## src/rtl/cam_pkg.sv

```systemverilog
// Shared CAM geometry constants and command/response payload types used by the
// command scheduler and its FIFOs.
package cam_pkg;

  localparam int unsigned CAM_ENTRIES = 32;
  localparam int unsigned CAM_IDX_W   = $clog2(CAM_ENTRIES);
  localparam int unsigned CAM_DATA_W  = 32;

  typedef enum logic [1:0] {
    READ    = 2'd0,
    WRITE   = 2'd1,
    SEARCH  = 2'd2,
    ILLEGAL = 2'd3
  } cam_op_e;

  typedef struct packed {
    cam_op_e               op;
    logic [CAM_IDX_W-1:0]  index;
    logic [CAM_DATA_W-1:0] data;
  } cam_cmd_t;

  typedef struct packed {
    cam_op_e               op;
    logic                  hit;
    logic [CAM_IDX_W-1:0]  index;
    logic [CAM_DATA_W-1:0] data;
  } cam_rsp_t;

endpackage

```

## src/rtl/cam_sync_fifo.sv

```systemverilog
// Single-clock first-word-fall-through FIFO with occupancy count; DEPTH must be
// a power of two. Pushes while full are dropped (callers guarantee they never happen).
module cam_sync_fifo #(
  parameter type         T     = logic [7:0],
  parameter int unsigned DEPTH = 4
) (
  input  logic                  clk_i,
  input  logic                  rst_i,
  input  logic                  push_i,
  input  T                      push_data_i,
  input  logic                  pop_i,
  output T                      head_o,
  output logic                  full_o,
  output logic                  empty_o,
  output logic [$clog2(DEPTH):0] count_o
);

  localparam int unsigned PTR_W = $clog2(DEPTH);
  localparam int unsigned CNT_W = PTR_W + 1;

  T                 mem_q [DEPTH];
  T                 mem_d [DEPTH];
  logic [PTR_W-1:0] wr_ptr_q, wr_ptr_d;
  logic [PTR_W-1:0] rd_ptr_q, rd_ptr_d;
  logic [CNT_W-1:0] count_q, count_d;
  logic             do_push;
  logic             do_pop;

  assign full_o  = (count_q == CNT_W'(DEPTH));
  assign empty_o = (count_q == '0);
  assign count_o = count_q;
  assign head_o  = mem_q[rd_ptr_q];

  always_comb begin
    mem_d    = mem_q;
    wr_ptr_d = wr_ptr_q;
    rd_ptr_d = rd_ptr_q;
    do_push  = push_i && !full_o;
    do_pop   = pop_i && !empty_o;
    if (do_push) begin
      mem_d[wr_ptr_q] = push_data_i;
      wr_ptr_d        = wr_ptr_q + PTR_W'(1);
    end
    if (do_pop) begin
      rd_ptr_d = rd_ptr_q + PTR_W'(1);
    end
    count_d = count_q + CNT_W'(do_push) - CNT_W'(do_pop);
  end

  always_ff @(posedge clk_i) begin
    if (rst_i) begin
      wr_ptr_q <= '0;
      rd_ptr_q <= '0;
      count_q  <= '0;
    end else begin
      wr_ptr_q <= wr_ptr_d;
      rd_ptr_q <= rd_ptr_d;
      count_q  <= count_d;
    end
  end

  // Storage is pure datapath; validity is tracked by the pointers alone.
  always_ff @(posedge clk_i) begin
    mem_q <= mem_d;
  end

endmodule

```

## src/rtl/cam_cmd_scheduler.sv

```systemverilog
// Buffers CAM commands, issues one registered CAM operation per cycle under a
// response-credit limit, and returns one in-order response per command.
module cam_cmd_scheduler
  import cam_pkg::*;
#(
  parameter int unsigned CMD_DEPTH = 4,
  parameter int unsigned RSP_DEPTH = 4,
  parameter int unsigned CAM_LAT   = 1
) (
  input  logic                  clk_i,
  input  logic                  rst_i,
  input  logic                  cmd_valid_i,
  output logic                  cmd_ready_o,
  input  logic [1:0]            cmd_op_i,
  input  logic [CAM_IDX_W-1:0]  cmd_index_i,
  input  logic [CAM_DATA_W-1:0] cmd_data_i,
  output logic                  rsp_valid_o,
  input  logic                  rsp_ready_i,
  output logic [1:0]            rsp_op_o,
  output logic                  rsp_hit_o,
  output logic [CAM_IDX_W-1:0]  rsp_index_o,
  output logic [CAM_DATA_W-1:0] rsp_data_o,
  output logic                  cam_read_enable_o,
  output logic [CAM_IDX_W-1:0]  cam_read_index_o,
  output logic                  cam_write_enable_o,
  output logic [CAM_IDX_W-1:0]  cam_write_index_o,
  output logic [CAM_DATA_W-1:0] cam_write_data_o,
  output logic                  cam_search_enable_o,
  output logic [CAM_DATA_W-1:0] cam_search_data_o,
  input  logic                  cam_read_valid_i,
  input  logic [CAM_DATA_W-1:0] cam_read_value_i,
  input  logic                  cam_search_valid_i,
  input  logic [CAM_IDX_W-1:0]  cam_search_index_i
);

  localparam int unsigned CMD_CNT_W = $clog2(CMD_DEPTH) + 1;
  localparam int unsigned RSP_CNT_W = $clog2(RSP_DEPTH) + 1;
  localparam int unsigned CRD_W     = RSP_CNT_W + 3;
  localparam int unsigned STAGES    = CAM_LAT + 1;

  cam_cmd_t              cmd_in, cmd_head;
  logic                  cmd_push, cmd_pop, cmd_full, cmd_empty;
  logic [CMD_CNT_W-1:0]  cmd_count;
  cam_rsp_t              rsp_in, rsp_head;
  logic                  rsp_push, rsp_pop, rsp_full, rsp_empty;
  logic [RSP_CNT_W-1:0]  rsp_count;

  logic                  pipe_vld_q [STAGES];
  logic                  pipe_vld_d [STAGES];
  cam_cmd_t              pipe_cmd_q [STAGES];
  cam_cmd_t              pipe_cmd_d [STAGES];
  cam_cmd_t              tail;
  logic [CRD_W-1:0]      inflight;
  logic                  issue;

  logic                  rd_en_q, rd_en_d, wr_en_q, wr_en_d, srch_en_q, srch_en_d;
  logic [CAM_IDX_W-1:0]  rd_idx_q, rd_idx_d, wr_idx_q, wr_idx_d;
  logic [CAM_DATA_W-1:0] wr_data_q, wr_data_d, srch_data_q, srch_data_d;

  assign cmd_ready_o = !rst_i && (cmd_count < CMD_CNT_W'(CMD_DEPTH));
  assign cmd_push    = cmd_valid_i && cmd_ready_o;
  assign cmd_in      = '{op: cam_op_e'(cmd_op_i), index: cmd_index_i, data: cmd_data_i};
  assign cmd_pop     = issue;
  assign rsp_valid_o = !rsp_empty;
  assign rsp_pop     = rsp_valid_o && rsp_ready_i;

  cam_sync_fifo #(.T(cam_cmd_t), .DEPTH(CMD_DEPTH)) u_cmd_fifo (
    .clk_i       (clk_i),
    .rst_i       (rst_i),
    .push_i      (cmd_push),
    .push_data_i (cmd_in),
    .pop_i       (cmd_pop),
    .head_o      (cmd_head),
    .full_o      (cmd_full),
    .empty_o     (cmd_empty),
    .count_o     (cmd_count)
  );

  cam_sync_fifo #(.T(cam_rsp_t), .DEPTH(RSP_DEPTH)) u_rsp_fifo (
    .clk_i       (clk_i),
    .rst_i       (rst_i),
    .push_i      (rsp_push),
    .push_data_i (rsp_in),
    .pop_i       (rsp_pop),
    .head_o      (rsp_head),
    .full_o      (rsp_full),
    .empty_o     (rsp_empty),
    .count_o     (rsp_count)
  );

  // Issue only when every op already in flight plus this one has a response slot.
  always_comb begin
    inflight = '0;
    for (int unsigned i = 0; i < STAGES; i++) begin
      inflight = inflight + CRD_W'(pipe_vld_q[i]);
    end
    issue = !cmd_empty && ((CRD_W'(rsp_count) + inflight) < CRD_W'(RSP_DEPTH));
  end

  always_comb begin
    rd_en_d     = 1'b0;
    wr_en_d     = 1'b0;
    srch_en_d   = 1'b0;
    rd_idx_d    = rd_idx_q;
    wr_idx_d    = wr_idx_q;
    wr_data_d   = wr_data_q;
    srch_data_d = srch_data_q;
    pipe_vld_d[0] = issue;
    pipe_cmd_d[0] = cmd_head;
    for (int unsigned i = 1; i < STAGES; i++) begin
      pipe_vld_d[i] = pipe_vld_q[i-1];
      pipe_cmd_d[i] = pipe_cmd_q[i-1];
    end
    if (issue) begin
      case (cmd_head.op)
        READ: begin
          rd_en_d  = 1'b1;
          rd_idx_d = cmd_head.index;
        end
        WRITE: begin
          wr_en_d   = 1'b1;
          wr_idx_d  = cmd_head.index;
          wr_data_d = cmd_head.data;
        end
        SEARCH: begin
          srch_en_d   = 1'b1;
          srch_data_d = cmd_head.data;
        end
        ILLEGAL: ;
      endcase
    end
  end

  // The oldest pipe stage lines up with the cycle the CAM result is valid.
  always_comb begin
    tail     = pipe_cmd_q[CAM_LAT];
    rsp_push = pipe_vld_q[CAM_LAT];
    rsp_in   = '{op: tail.op, hit: 1'b0, index: tail.index, data: tail.data};
    case (tail.op)
      READ: begin
        rsp_in.hit  = cam_read_valid_i;
        rsp_in.data = cam_read_value_i;
      end
      WRITE: rsp_in.hit = 1'b1;
      SEARCH: begin
        rsp_in.hit   = cam_search_valid_i;
        rsp_in.index = cam_search_valid_i ? cam_search_index_i : '0;
      end
      ILLEGAL: ;
    endcase
  end

  always_comb begin
    rsp_op_o    = '0;
    rsp_hit_o   = 1'b0;
    rsp_index_o = '0;
    rsp_data_o  = '0;
    if (rsp_valid_o) begin
      rsp_op_o    = rsp_head.op;
      rsp_hit_o   = rsp_head.hit;
      rsp_index_o = rsp_head.index;
      rsp_data_o  = rsp_head.data;
    end
  end

  always_ff @(posedge clk_i) begin
    if (rst_i) begin
      rd_en_q     <= 1'b0;
      wr_en_q     <= 1'b0;
      srch_en_q   <= 1'b0;
      rd_idx_q    <= '0;
      wr_idx_q    <= '0;
      wr_data_q   <= '0;
      srch_data_q <= '0;
      for (int unsigned i = 0; i < STAGES; i++) begin
        pipe_vld_q[i] <= 1'b0;
        pipe_cmd_q[i] <= '0;
      end
    end else begin
      rd_en_q     <= rd_en_d;
      wr_en_q     <= wr_en_d;
      srch_en_q   <= srch_en_d;
      rd_idx_q    <= rd_idx_d;
      wr_idx_q    <= wr_idx_d;
      wr_data_q   <= wr_data_d;
      srch_data_q <= srch_data_d;
      for (int unsigned i = 0; i < STAGES; i++) begin
        pipe_vld_q[i] <= pipe_vld_d[i];
        pipe_cmd_q[i] <= pipe_cmd_d[i];
      end
    end
  end

  always_ff @(posedge clk_i) begin
    if (!rst_i) begin
      assert (!(rsp_push && rsp_full));
      assert (!(cmd_push && cmd_full));
    end
  end

  assign cam_read_enable_o   = rd_en_q;
  assign cam_read_index_o    = rd_idx_q;
  assign cam_write_enable_o  = wr_en_q;
  assign cam_write_index_o   = wr_idx_q;
  assign cam_write_data_o    = wr_data_q;
  assign cam_search_enable_o = srch_en_q;
  assign cam_search_data_o   = srch_data_q;

endmodule

```

## config.mk

```make
export PLATFORM = sky130hd
export DESIGN_NAME = cam_cmd_scheduler
export DESIGN_NICKNAME = d
export VERILOG_FILES = /design/src/rtl/cam_pkg.sv /design/src/rtl/cam_sync_fifo.sv /design/src/rtl/cam_cmd_scheduler.sv
export SDC_FILE = /design/constraint.sdc
export NUM_CORES = 1
export LEC_CHECK = 0
export CAP_MARGIN = 20
export CORE_MARGIN = 2
export CORE_UTILIZATION = 35
export CTS_BUF_LIST = sky130_fd_sc_hd__clkbuf_8
export DETAILED_ROUTE_END_ITERATION = 12
export GPL_ROUTABILITY_DRIVEN = 0
export SLEW_MARGIN = 10
export SYNTH_ARGS = -nofsm -noshare
export SYNTH_HDL_FRONTEND = slang
export SYNTH_SLANG_ARGS = --single-unit
export TNS_END_PERCENT = 100
```

## constraint.sdc

```tcl
create_clock -name clk_i -period 2.1 [get_ports clk_i]
set_input_delay 0.42 -clock clk_i [delete_from_list [all_inputs] [get_ports clk_i]]
set_output_delay 0.42 -clock clk_i [all_outputs]
set_load 0.005 [all_outputs]
```

==> impl_metrics.env, run 1 <==
export IMPL_vias=9539
export IMPL_fin_skew_ns=0.0220
export IMPL_yosys_area_top_type="edfxtp_1"
export IMPL_synthXorXnorAreaFrac_pct=0.338
export IMPL_p_int_mw=20.1
export IMPL_rows=83
export IMPL_holdBufCountCts=0
export IMPL_ir_drop_mv=0.603
export IMPL_ctsLongestPathBuffers=3
export IMPL_layout_drive_gt1_share_pct=28.1
export IMPL_floorplan_initialDensity_pct=35.4
export IMPL_setup_viol=45
export IMPL_drv_cap=0
export IMPL_crit_fanout=6
export IMPL_synth_commonest_cells="316 x edfxtp_1, 171 x dfxtp_1, 112 x nand2b_1"
export IMPL_io_buffers=200
export IMPL_yosysTopAreaCellShare_pct=52.4
export IMPL_power_mw=27.6
export IMPL_dieArea_mm2=0.0536
export IMPL_first_pass_iters=6
export IMPL_avgSynthCellArea_um2=17.0
export IMPL_cts_buffers=81
export IMPL_synth_compound_area_share_pct=0.636
export IMPL_syn_num_nets=1164
export IMPL_arrival_ns=2.17
export IMPL_routed_wl_mm=40.6
export IMPL_synth_seq_cells=487
export IMPL_synth_fa_ha_area_share_pct=1.19
export IMPL_drc=0
export IMPL_seqPwrFrac_pct=42.2
export IMPL_seq_area_frac_synth_pct=71.3
export IMPL_die_x_um=231
export IMPL_cellLeakagePower_nw=8.89
export IMPL_synth_top_family_by_area="multiplexers"
export IMPL_start_kind="flip-flop"
export IMPL_fin_util_pct=46.0
export IMPL_insertion_delay_ns=0.64
export IMPL_yosysWarningCount=0
export IMPL_fin_setup_tns_ns=-18.09
export IMPL_synth_flop_cell="edfxtp_1"
export IMPL_critPathRequiredTime_ns=1.68
export IMPL_yosysUniqueCellTypes=35
export IMPL_critPathBufInv=4
export IMPL_die_height_um=231
export IMPL_crit_path_max_incr_delay_ns=0.49
export IMPL_cts_tree="done"
export IMPL_area_delta_synth_final_pct=29.9
export IMPL_postSynthCellCount=1066
export IMPL_path_clk_slew_ns=0.06
export IMPL_htreeDepth=3
export IMPL_routed_via_density=4.50
export IMPL_tightest_slew_ns=0.737
export IMPL_slew_violations=0
export IMPL_grt_pass1_vias=9983
export IMPL_hold_class="in2reg"
export IMPL_final_nets=1471
export IMPL_ant_nets=0
export IMPL_synth_async_reset_ratio_pct=0
export IMPL_clkPwrFrac_pct=28.1
export IMPL_violations="setup timing"
export IMPL_rsz0062_at_grt="yes"
export IMPL_grt_max_degree=173
export IMPL_fmax_ghz=0.386
export IMPL_status="finished with violations"
export IMPL_setup_ws_ns=-0.493
export IMPL_grt_pass1_wl_mm=60.8
export IMPL_ios=201
export IMPL_stdcell_area_mm2=0.0235
export IMPL_cpLargestDelayFamily="buffers and inverters"
export IMPL_dp_hpwl_mm=24.1
export IMPL_synthTopCellsByArea="edfxtp_1 52%, dfxtp_1 19%, mux4_2 9.8%, mux2i_1 4.1%, nand2b_1 3.9%"
export IMPL_netlist_area_mm2=0.0181
export IMPL_crit_path_end_kind="primary output"
export IMPL_placed_area_mm2=0.0212
export IMPL_switching_share_pct=27.0
export IMPL_p_sw_mw=7.45
export IMPL_slew_headroom_pct=50.8
export IMPL_grt_overflow=0
export IMPL_p_per_area_mw_per_mm2=1170
export IMPL_synth_most_common_cell="edfxtp_1"
export IMPL_wl_per_cell_um=19.1
export IMPL_hold_violations=0
export IMPL_grtUsageTotal_pct=15.3
export IMPL_synth_mux_area_share_pct=16.0
export IMPL_clock_sinks=487
export IMPL_antenna_found_initial=4
export IMPL_period_share_pct=123
export IMPL_clockRootBuffer="clkbuf_8"
export IMPL_crit_type="reg2out"
export IMPL_path_cells="buf_12 > buf_16 > buf_8 > mux4_2 > and2_4 > buf_6"
export IMPL_fin_crit_ns=2.59
export IMPL_slowest_stage="mux4_2"
export IMPL_drtIter0Drc=498
export IMPL_synthSimpleGateAreaFrac_pct=8.07
export IMPL_comb_power_share_pct=29.6
export IMPL_synth_edf_count=316
export IMPL_coreArea_mm2=0.0512
==> power by group through the flow <==
stage	Clock, mW	Sequential [mW]	Combinational, mW
floorplan	0	11.7	3.54
global placement	0	11.8	6.49
detailed placement	0	11.8	6.54
CTS	8.04	11.7	8.19
global route	8.46	11.7	8.83
finish	7.76	11.7	8.18
==> kinds of logic (layout without fill, tap and decap cells) <==
logic type / count (synthesis) / in the layout
AOI/OAI and AO/OA: 18 / 18
xor gates and xnor gates: 7 / 7
adders and majority gates: 16 / 16
buffers and inverters: 109 / 481
DFF: 487 / 487
muxes: 186 / 186
other: 0 / 2
and+or+nand+nor: 243 / 243
==> flip-flops by register name, summed over array words and instances, names as in the netlist, 3 cells and up <==
signal and cells:
cam_search_data_o 32, cam_write_data_o 32, u_rsp_fifo.mem_q 160, cam_read_index_o 5, pipe_cmd_q 78, u_cmd_fifo.mem_q 156, u_rsp_fifo.count_o 3, u_cmd_fifo.count_o 3
cam_write_index_o 5
==> metrics by stage <==
stage / instances / hold slack, ns / setup WS [ns]
after floorplan: 1066 / 0.414 / -0.0614
after global placement: 1927 / 0.417 / -0.221
after detailed placement: 1927 / 0.420 / -0.188
after CTS: 2114 / 0.336 / -0.560
after global routing: 2119 / 0.368 / -0.597
final: 2120 / 0.374 / -0.493
==> worst register-to-register path, cell delays in order (launching register included) <==
cell     delay, ns
dfxtp_2       0.32
buf_6         0.11
ha_4          0.21
a211o_1       0.29
o31a_1        0.15
nor2_2        0.14
ha_1          0.25
inv_1         0.10
ha_4          0.14
fa_2          0.42
nor2b_1       0.13
==> per-layer routing <==
layer,wire [um],vias up,part of all wire [%],track usage (%)
met4,873,6,2.2,6.05
met1,17500,4742,43,19.6
li1,-,4511,-,-
met3,2170,60,5.3,3.74
met5,38,-,0.094,0
met2,20000,220,49,25.1
==> final cells by class <==
class,count,area (um^2)
Clock inverter,58,284
Antenna cell,2,5.00
Timing Repair Buffer,281,3110
Tap cell,680,851
Clock buffer,90,1240
Sequential cell,487,12900
Fill cell,4523,27700
Multi-Input combinational cell,470,4920
Inverter,52,195
==> timing repair <==
action | 4_1_cts | 5_1_grt
gates cloned | 5 | 1
endpoints found under the setup margin | 45 | 79
pin swaps | 39 | 7
setup buffers | 34 | 4
resized for setup | 263 | 22
==> placed cells by master (no fill, tap or decap), types with 3 or more instances in the layout <==
master and count:
and2_1 10, and2_2 4, and2_4 32, and3_2 4
buf_12 22, buf_16 3, buf_2 9, buf_4 22
buf_6 62, clkbuf_8 90, clkdlybuf4s50_1 157, clkinv_1 11
clkinv_2 12, dfxtp_1 163, dfxtp_2 5, dfxtp_4 3
edfxtp_1 316, ha_1 10, ha_4 4, inv_1 80
mux2_2 32, mux2i_1 75, mux4_2 79, nand2_1 11
nand2b_1 112, nor2_1 12, nor2b_1 47, o21ai_0 6
xnor2_1 5
==> final timing paths <==
check                                       from                               end  slack, ns  cells past startpoint
max          u_rsp_fifo.rd_ptr_q[0]$_SDFFE_PP0P_                    rsp_data_o[11]      -0.49                      6
min                                        rst_i    cam_search_enable_o$_SDFF_PP0_       0.37                      3
max reg2reg     u_rsp_fifo.count_o[0]$_SDFF_PP0_  u_cmd_fifo.count_o[1]$_SDFF_PP0_      -0.28                     10
min reg2reg          pipe_cmd_q[0][3]$_SDFF_PP0_      pipe_cmd_q[0][42]$_SDFF_PP0_       0.43                      1
Power figures use the tool's default switching activity.
==> inputs of run 2 (changes only) <==
--- a/config.mk
+++ b/config.mk
@@ -7,10 +7,11 @@
 export LEC_CHECK = 0
 export CAP_MARGIN = 20
 export CORE_MARGIN = 2
-export CORE_UTILIZATION = 35
+export CORE_UTILIZATION = 50
 export CTS_BUF_LIST = sky130_fd_sc_hd__clkbuf_8
 export DETAILED_ROUTE_END_ITERATION = 12
 export GPL_ROUTABILITY_DRIVEN = 0
+export PLACE_DENSITY = 0.75
 export SLEW_MARGIN = 10
 export SYNTH_ARGS = -nofsm -noshare
 export SYNTH_HDL_FRONTEND = slang
==> run 2 against run 1 <==
  * First-iteration DRC count rose by 27%
  * Non-clock buffer count grew 3
  * Critical path depth up 1
  * The flow finishes with violations (DRC, setup timing)
  * Sequential share of layout area up 0.83 points
  * Clock power fell by 6.1%
  * Critical path type unchanged
  * Global-route usage rose by 4.9 points
  * Sequential power is essentially flat
==> impl_metrics.env, run 2 (synthesis gave the netlist of run 1 again) <==
export IMPL_drv_cap=0
export IMPL_holdWs_ns=0.398
export IMPL_placed_area_mm2=0.0210
export IMPL_wl_per_cell_um=19.9
export IMPL_grt_pass1_vias=10100
export IMPL_clock_sinks=487
export IMPL_cellLeakagePower_nw=8.87
export IMPL_io_buffers=200
export IMPL_crit_path_max_incr_delay_ns=0.49
export IMPL_crit_fanout=4
export IMPL_die_height_um=194
export IMPL_drtIter0Drc=633
export IMPL_status="finished with violations"
export IMPL_fin_setup_tns_ns=-16.67
export IMPL_floorplan_initialDensity_pct=50.8
export IMPL_first_pass_iters=12
export IMPL_mostFrequentLayoutCells="316 x edfxtp_1, 163 x dfxtp_1, 157 x clkdlybuf4s50_1"
export IMPL_stdcell_area_mm2=0.0232
export IMPL_slew_headroom_pct=53.8
export IMPL_layout_drive_gt1_share_pct=27.9
export IMPL_insertion_delay_ns=0.60
export IMPL_instances_no_fill=1897
export IMPL_setup_ws_ns=-0.504
export IMPL_htreeDepth=3
export IMPL_cpLargestDelayFamily="buffers and inverters"
export IMPL_fin_crit_ns=2.60
export IMPL_die_x_um=194
export IMPL_rsz0062_at_grt="yes"
export IMPL_placedCellCount=1713
export IMPL_vias=9589
export IMPL_critPathBufInv=5
export IMPL_routed_via_density=5.05
export IMPL_path_common_cell="buf_12"
export IMPL_path_clk_slew_ns=0.06
export IMPL_path_cells="buf_12 > buf_12 > buf_16 > buf_12 > mux4_2 > and2_1 > buf_2"
export IMPL_fmax_ghz=0.384
export IMPL_period_share_pct=124
export IMPL_coreArea_mm2=0.0357
export IMPL_ctsLongestPathBuffers=3
export IMPL_final_common_cell="edfxtp_1"
export IMPL_crit_path_end_kind="primary output"
export IMPL_grtUsageTotal_pct=20.2
export IMPL_antenna_found_initial=1
export IMPL_p_per_area_mw_per_mm2=1170
export IMPL_ir_drop_mv=0.592
export IMPL_dieArea_mm2=0.0378
export IMPL_fin_util_pct=65.0
export IMPL_final_nets=1469
export IMPL_rows=69
export IMPL_dp_hpwl_mm=23.2
export IMPL_grt_pass1_wl_mm=57.8
export IMPL_grt_overflow=0
export IMPL_clockRootBuffer="clkbuf_8"
export IMPL_routed_wl_mm=37.8
export IMPL_cts_buffers=76
export IMPL_setup_viol=49
export IMPL_reg_top3="u_rsp_fifo.mem_q x160, u_cmd_fifo.mem_q x156, pipe_cmd_q x78"
export IMPL_start_kind="flip-flop"
export IMPL_violations="DRC, setup timing"
export IMPL_ant_nets=0
export IMPL_grt_max_degree=173
export IMPL_ios=201
export IMPL_power_mw=27.2
export IMPL_cts_tree="done"
export IMPL_tightest_slew_ns=0.693
export IMPL_dp_slack_ns=-0.169
export IMPL_fin_skew_ns=0.0320
export IMPL_critPathRequiredTime_ns=1.68
export IMPL_largest_reg_flops=160
export IMPL_hold_class="in2reg"
export IMPL_slowest_stage="mux4_2"
export IMPL_drc=12
export IMPL_hold_violations=0
export IMPL_area_delta_synth_final_pct=28.0
export IMPL_slew_violations=0
export IMPL_crit_type="reg2out"
export IMPL_arrival_ns=2.18
export IMPL_regMostFlops="u_rsp_fifo.mem_q"
==> run 2: cell types whose count changed in the layout (fill, tap and decap cells not counted), moves of 2 or more <==
cell / previous run / this run
buf_6: 62 / 41
buf_4: 22 / 35
clkbuf_8: 90 / 80
inv_1: 80 / 86
clkbuf_2: 0 / 5
buf_12: 22 / 26
clkinv_2: 12 / 9
and2_1: 10 / 8
and2_4: 32 / 34
buf_2: 9 / 11
inv_6: 2 / 0
==> run 2: area by class of cell <==
cell class / instances / area [um^2]
flip-flops and latches: 487 / 12900
clock inverters: 62 / 315
diodes: 1 / 2.50
repair buffers: 284 / 3110
fillers: 2518 / 12500
well taps: 461 / 577
multi-input cells: 470 / 4950
inverters: 52 / 195
clock buffers: 80 / 1100
==> run 2: where the power goes <==
group,leakage [nW],switching (mW),internal [mW]
sequential,4.27,0.413,11.3
combinational,3.74,3.26,4.93
clock,0.854,3.50,3.79
total,8.87,7.17,20.0
==> run 2: routing by layer <==
metal | up-vias | wire length [um] | global-route usage (%)
met4 | 0 | 923 | 7.58
li1 | 4508 | - | -
met2 | 237 | 18600 | 33.7
met5 | - | 0 | 0
met3 | 74 | 1990 | 4.49
met1 | 4770 | 16300 | 26.2
==> run 2: timing repair <==
action | 4_1_cts | 5_1_grt
hold buffers | 0 | 0
gates cloned | 7 | 1
setup buffers | 25 | 12
endpoints found under the hold margin | 0 | 0
pin swaps | 43 | 11
endpoints found under the setup margin | 44 | 55
gates resized for setup | 229 | 44
==> run 2: path summary, 6_finish.rpt <==
path                                  startpoint                               end  slack, ns  depth (start not counted)
min                                        rst_i  u_cmd_fifo.count_o[2]$_SDFF_PP0_       0.40                          3
max          u_rsp_fifo.rd_ptr_q[0]$_SDFFE_PP0P_                    rsp_data_o[17]      -0.50                          7
min reg2reg          pipe_cmd_q[0][2]$_SDFF_PP0_      pipe_cmd_q[0][41]$_SDFF_PP0_       0.43                          1
max reg2reg     u_rsp_fifo.count_o[0]$_SDFF_PP0_  u_cmd_fifo.count_o[1]$_SDFF_PP0_      -0.31                         10
==> run 2: worst min-delay path, stage by stage <==
cell and delay [ns]:
buf_4 0.13, buf_12 0.26, nor2_1 0.15
==> inputs of run 3 (changes only) <==
--- a/config.mk
+++ b/config.mk
@@ -16,4 +16,4 @@
 export SYNTH_ARGS = -nofsm -noshare
 export SYNTH_HDL_FRONTEND = slang
 export SYNTH_SLANG_ARGS = --single-unit
-export TNS_END_PERCENT = 100
+export TNS_END_PERCENT = 1
==> run 3 against run 2 <==
  * The run still ends with DRC, setup timing left
  * Sequential cell count stayed put
  * Largest power group unchanged
  * Largest cell class unchanged
  * Critical path type unchanged
  * Cell area fell by 1.5%
  * Sequential share of layout area is 0.81 points higher
  * Critical path depth shrank 1
==> impl_metrics.env, run 3 (synthesis gave the netlist of run 1 again) <==
export IMPL_dp_hpwl_mm=23.0
export IMPL_instances_no_fill=1874
export IMPL_floorplan_initialDensity_pct=50.8
export IMPL_start_kind="flip-flop"
export IMPL_setup_ws_ns=-0.522
export IMPL_status="finished with violations"
export IMPL_seqPwrFrac_pct=44.5
export IMPL_cts_tree="done"
export IMPL_drv_cap=0
export IMPL_dieArea_mm2=0.0378
export IMPL_fin_crit_ns=2.62
export IMPL_slowest_stage="mux4_2"
export IMPL_largest_reg_flops=160
export IMPL_crit_path_end_kind="primary output"
export IMPL_hold_class="reg2reg"
export IMPL_grt_overflow=0
export IMPL_reg2reg_depth=9
export IMPL_critPathRequiredTime_ns=1.68
export IMPL_die_height_um=194
export IMPL_wl_per_cell_um=19.6
export IMPL_min_from="pipe_cmd_q[0][3]$_SDFF_PP0_"
export IMPL_clockRootBuffer="clkbuf_8"
export IMPL_routed_wl_mm=36.8
export IMPL_holdBufCountCts=0
export IMPL_first_pass_iters=9
export IMPL_setup_viol=43
export IMPL_r2r_end="u_cmd_fifo.count_o[1]$_SDFF_PP0_"
export IMPL_ff2ff_setup_slack_ns=-0.17
export IMPL_timing_rr_start="pipe_vld_q[0][0]$_SDFF_PP0_"
export IMPL_critPathBufInv=4
export IMPL_slew_headroom_pct=55.0
export IMPL_mostFrequentLayoutCells="316 x edfxtp_1, 164 x dfxtp_1, 158 x clkdlybuf4s50_1"
export IMPL_io_buffers=200
export IMPL_p_int_mw=19.5
export IMPL_rsz0062_at_grt="yes"
export IMPL_grt_pass1_vias=10000
export IMPL_cpLargestDelayFamily="multiplexers"
export IMPL_fmax_ghz=0.381
export IMPL_path_cells="buf_12 > buf_12 > buf_4 > mux4_2 > and2_4 > buf_6"
export IMPL_path_clk_slew_ns=0.06
export IMPL_final_nets=1451
export IMPL_coreArea_mm2=0.0357
export IMPL_drtIter0Drc=596
export IMPL_path_common_cell="buf_12"
export IMPL_p_per_area_mw_per_mm2=1150
export IMPL_crit_fanout=5
export IMPL_placedCellCount=1711
export IMPL_hold_depth=1
export IMPL_cellLeakagePower_nw=8.74
export IMPL_area_delta_synth_final_pct=26.1
export IMPL_ctsLongestPathBuffers=3
export IMPL_comb_power_share_pct=27.3
export IMPL_period_share_pct=125
export IMPL_grtUsageTotal_pct=19.6
export IMPL_ios=201
export IMPL_crit_type="reg2out"
export IMPL_arrival_ns=2.20
export IMPL_grt_pass1_wl_mm=56.5
export IMPL_ant_nets=0
export IMPL_ir_drop_mv=0.709
export IMPL_tightest_slew_ns=0.676
export IMPL_clkPwrFrac_pct=28.2
export IMPL_vias=9495
export IMPL_n_fill_cell=2543
export IMPL_power_mw=26.3
export IMPL_grt_max_degree=173
export IMPL_regMostFlops="u_rsp_fifo.mem_q"
export IMPL_violations="DRC, setup timing"
export IMPL_htreeDepth=3
export IMPL_rows=69
export IMPL_crit_path_max_incr_delay_ns=0.50
export IMPL_hold_violations=0
export IMPL_cts_buffers=74
export IMPL_fin_skew_ns=0.0213
export IMPL_insertion_delay_ns=0.59
export IMPL_reg_top3="u_rsp_fifo.mem_q x160, u_cmd_fifo.mem_q x156, pipe_cmd_q x78"
export IMPL_final_common_cell="edfxtp_1"
export IMPL_routed_via_density=5.07
export IMPL_slew_violations=0
export IMPL_drc=8
export IMPL_min_to="pipe_cmd_q[0][42]$_SDFF_PP0_"
export IMPL_layout_drive_gt1_share_pct=26.5
export IMPL_die_x_um=194
export IMPL_antenna_found_initial=1
export IMPL_clock_sinks=487
export IMPL_switching_share_pct=25.9
export IMPL_p_sw_mw=6.79
==> run 3: changes by cell type in the layout (fill, tap and decap cells not counted), moves of 6 or more <==
cell and change:
buf_6 -12, clkbuf_8 +11, clkbuf_2 +10, buf_4 -9, clkinv_1 -9, clkinv_2 -6
==> run 3: area by class of cell <==
cell class                 count  area (um^2)  share of cell area (%)
antenna                        1         2.50                  0.0110
clock buffer                  91         1250                    5.48
clock inverter                44          199                   0.871
inverter                      52          195                   0.855
multi-input combinational    470         4880                    21.4
sequential                   487        12900                    56.6
tap                          461          577                    2.53
timing repair buffer         268         2810                    12.3
==> run 3: what timing repair did <==
| action | 4_1_cts | 5_1_grt |
|---|---|---|
| gates cloned | 2 | 0 |
| hold endpoints to repair | 0 | 0 |
| gates resized for setup | 194 | 37 |
| setup endpoints to repair | 46 | 50 |
| setup buffers | 26 | 0 |
| pin swaps | 7 | 1 |
==> run 3: worst max-delay path by stage <==
stage	endpoint	cells past startpoint	from
2_1_floorplan	u_rsp_fifo.mem_q[100]$_DFFE_PP_	3	u_rsp_fifo.count_o[1]$_SDFF_PP0_
3_3_place_gp	u_cmd_fifo.count_o[1]$_SDFF_PP0_	9	u_rsp_fifo.count_o[0]$_SDFF_PP0_
3_5_place_dp	u_cmd_fifo.count_o[1]$_SDFF_PP0_	9	u_rsp_fifo.count_o[0]$_SDFF_PP0_
4_1_cts	rsp_data_o[17]	6	u_rsp_fifo.rd_ptr_q[0]$_SDFFE_PP0P_
5_1_grt	rsp_data_o[12]	6	u_rsp_fifo.rd_ptr_q[0]$_SDFFE_PP0P_
6_report	rsp_data_o[12]	6	u_rsp_fifo.rd_ptr_q[0]$_SDFFE_PP0P_
==> run 3: stage by stage <==
step	setup TNS [ns]	setup WS (ns)	area [um^2]	utilization (%)	hold WS, ns
after global placement	-2.91	-0.200	21000	59.0	0.421
after CTS	-21.29	-0.563	22800	64.1	0.413
after floorplan	-18.61	-0.152	18100	-	0.414
after detailed placement	-3.44	-0.274	21000	59.0	0.422
after global routing	-21.11	-0.589	22800	64.0	0.435
final	-17.49	-0.522	22800	64.0	0.420
==> run 3: worst reg2reg max path: stages (launching register included) <==
cell and delay [ns]:
dfxtp_2 0.33, ha_4 0.24, a211o_1 0.27, o31a_1 0.14, nor2_2 0.11, ha_1 0.24
inv_1 0.08, ha_2 0.17, fa_2 0.41, nor2b_1 0.14
==> run 3: power groups by stage <==
stage / Sequential, mW / Combinational (mW) / Clock (mW)
floorplan: 11.7 / 3.52 / 0
global placement: 11.8 / 6.42 / 0
detailed placement: 11.8 / 6.52 / 0
CTS: 11.7 / 7.18 / 7.61
global route: 11.8 / 7.72 / 8.01
finish: 11.7 / 7.18 / 7.40
==> run 3: routing by layer <==
layer | up-vias | share of wire (%) | global-route usage [%]
met1 | 4747 | 43 | 25.4
met5 | - | 0 | 0
met4 | 0 | 2.1 | 6.58
met2 | 229 | 50 | 33.1
li1 | 4464 | - | -
met3 | 55 | 4.9 | 4.22
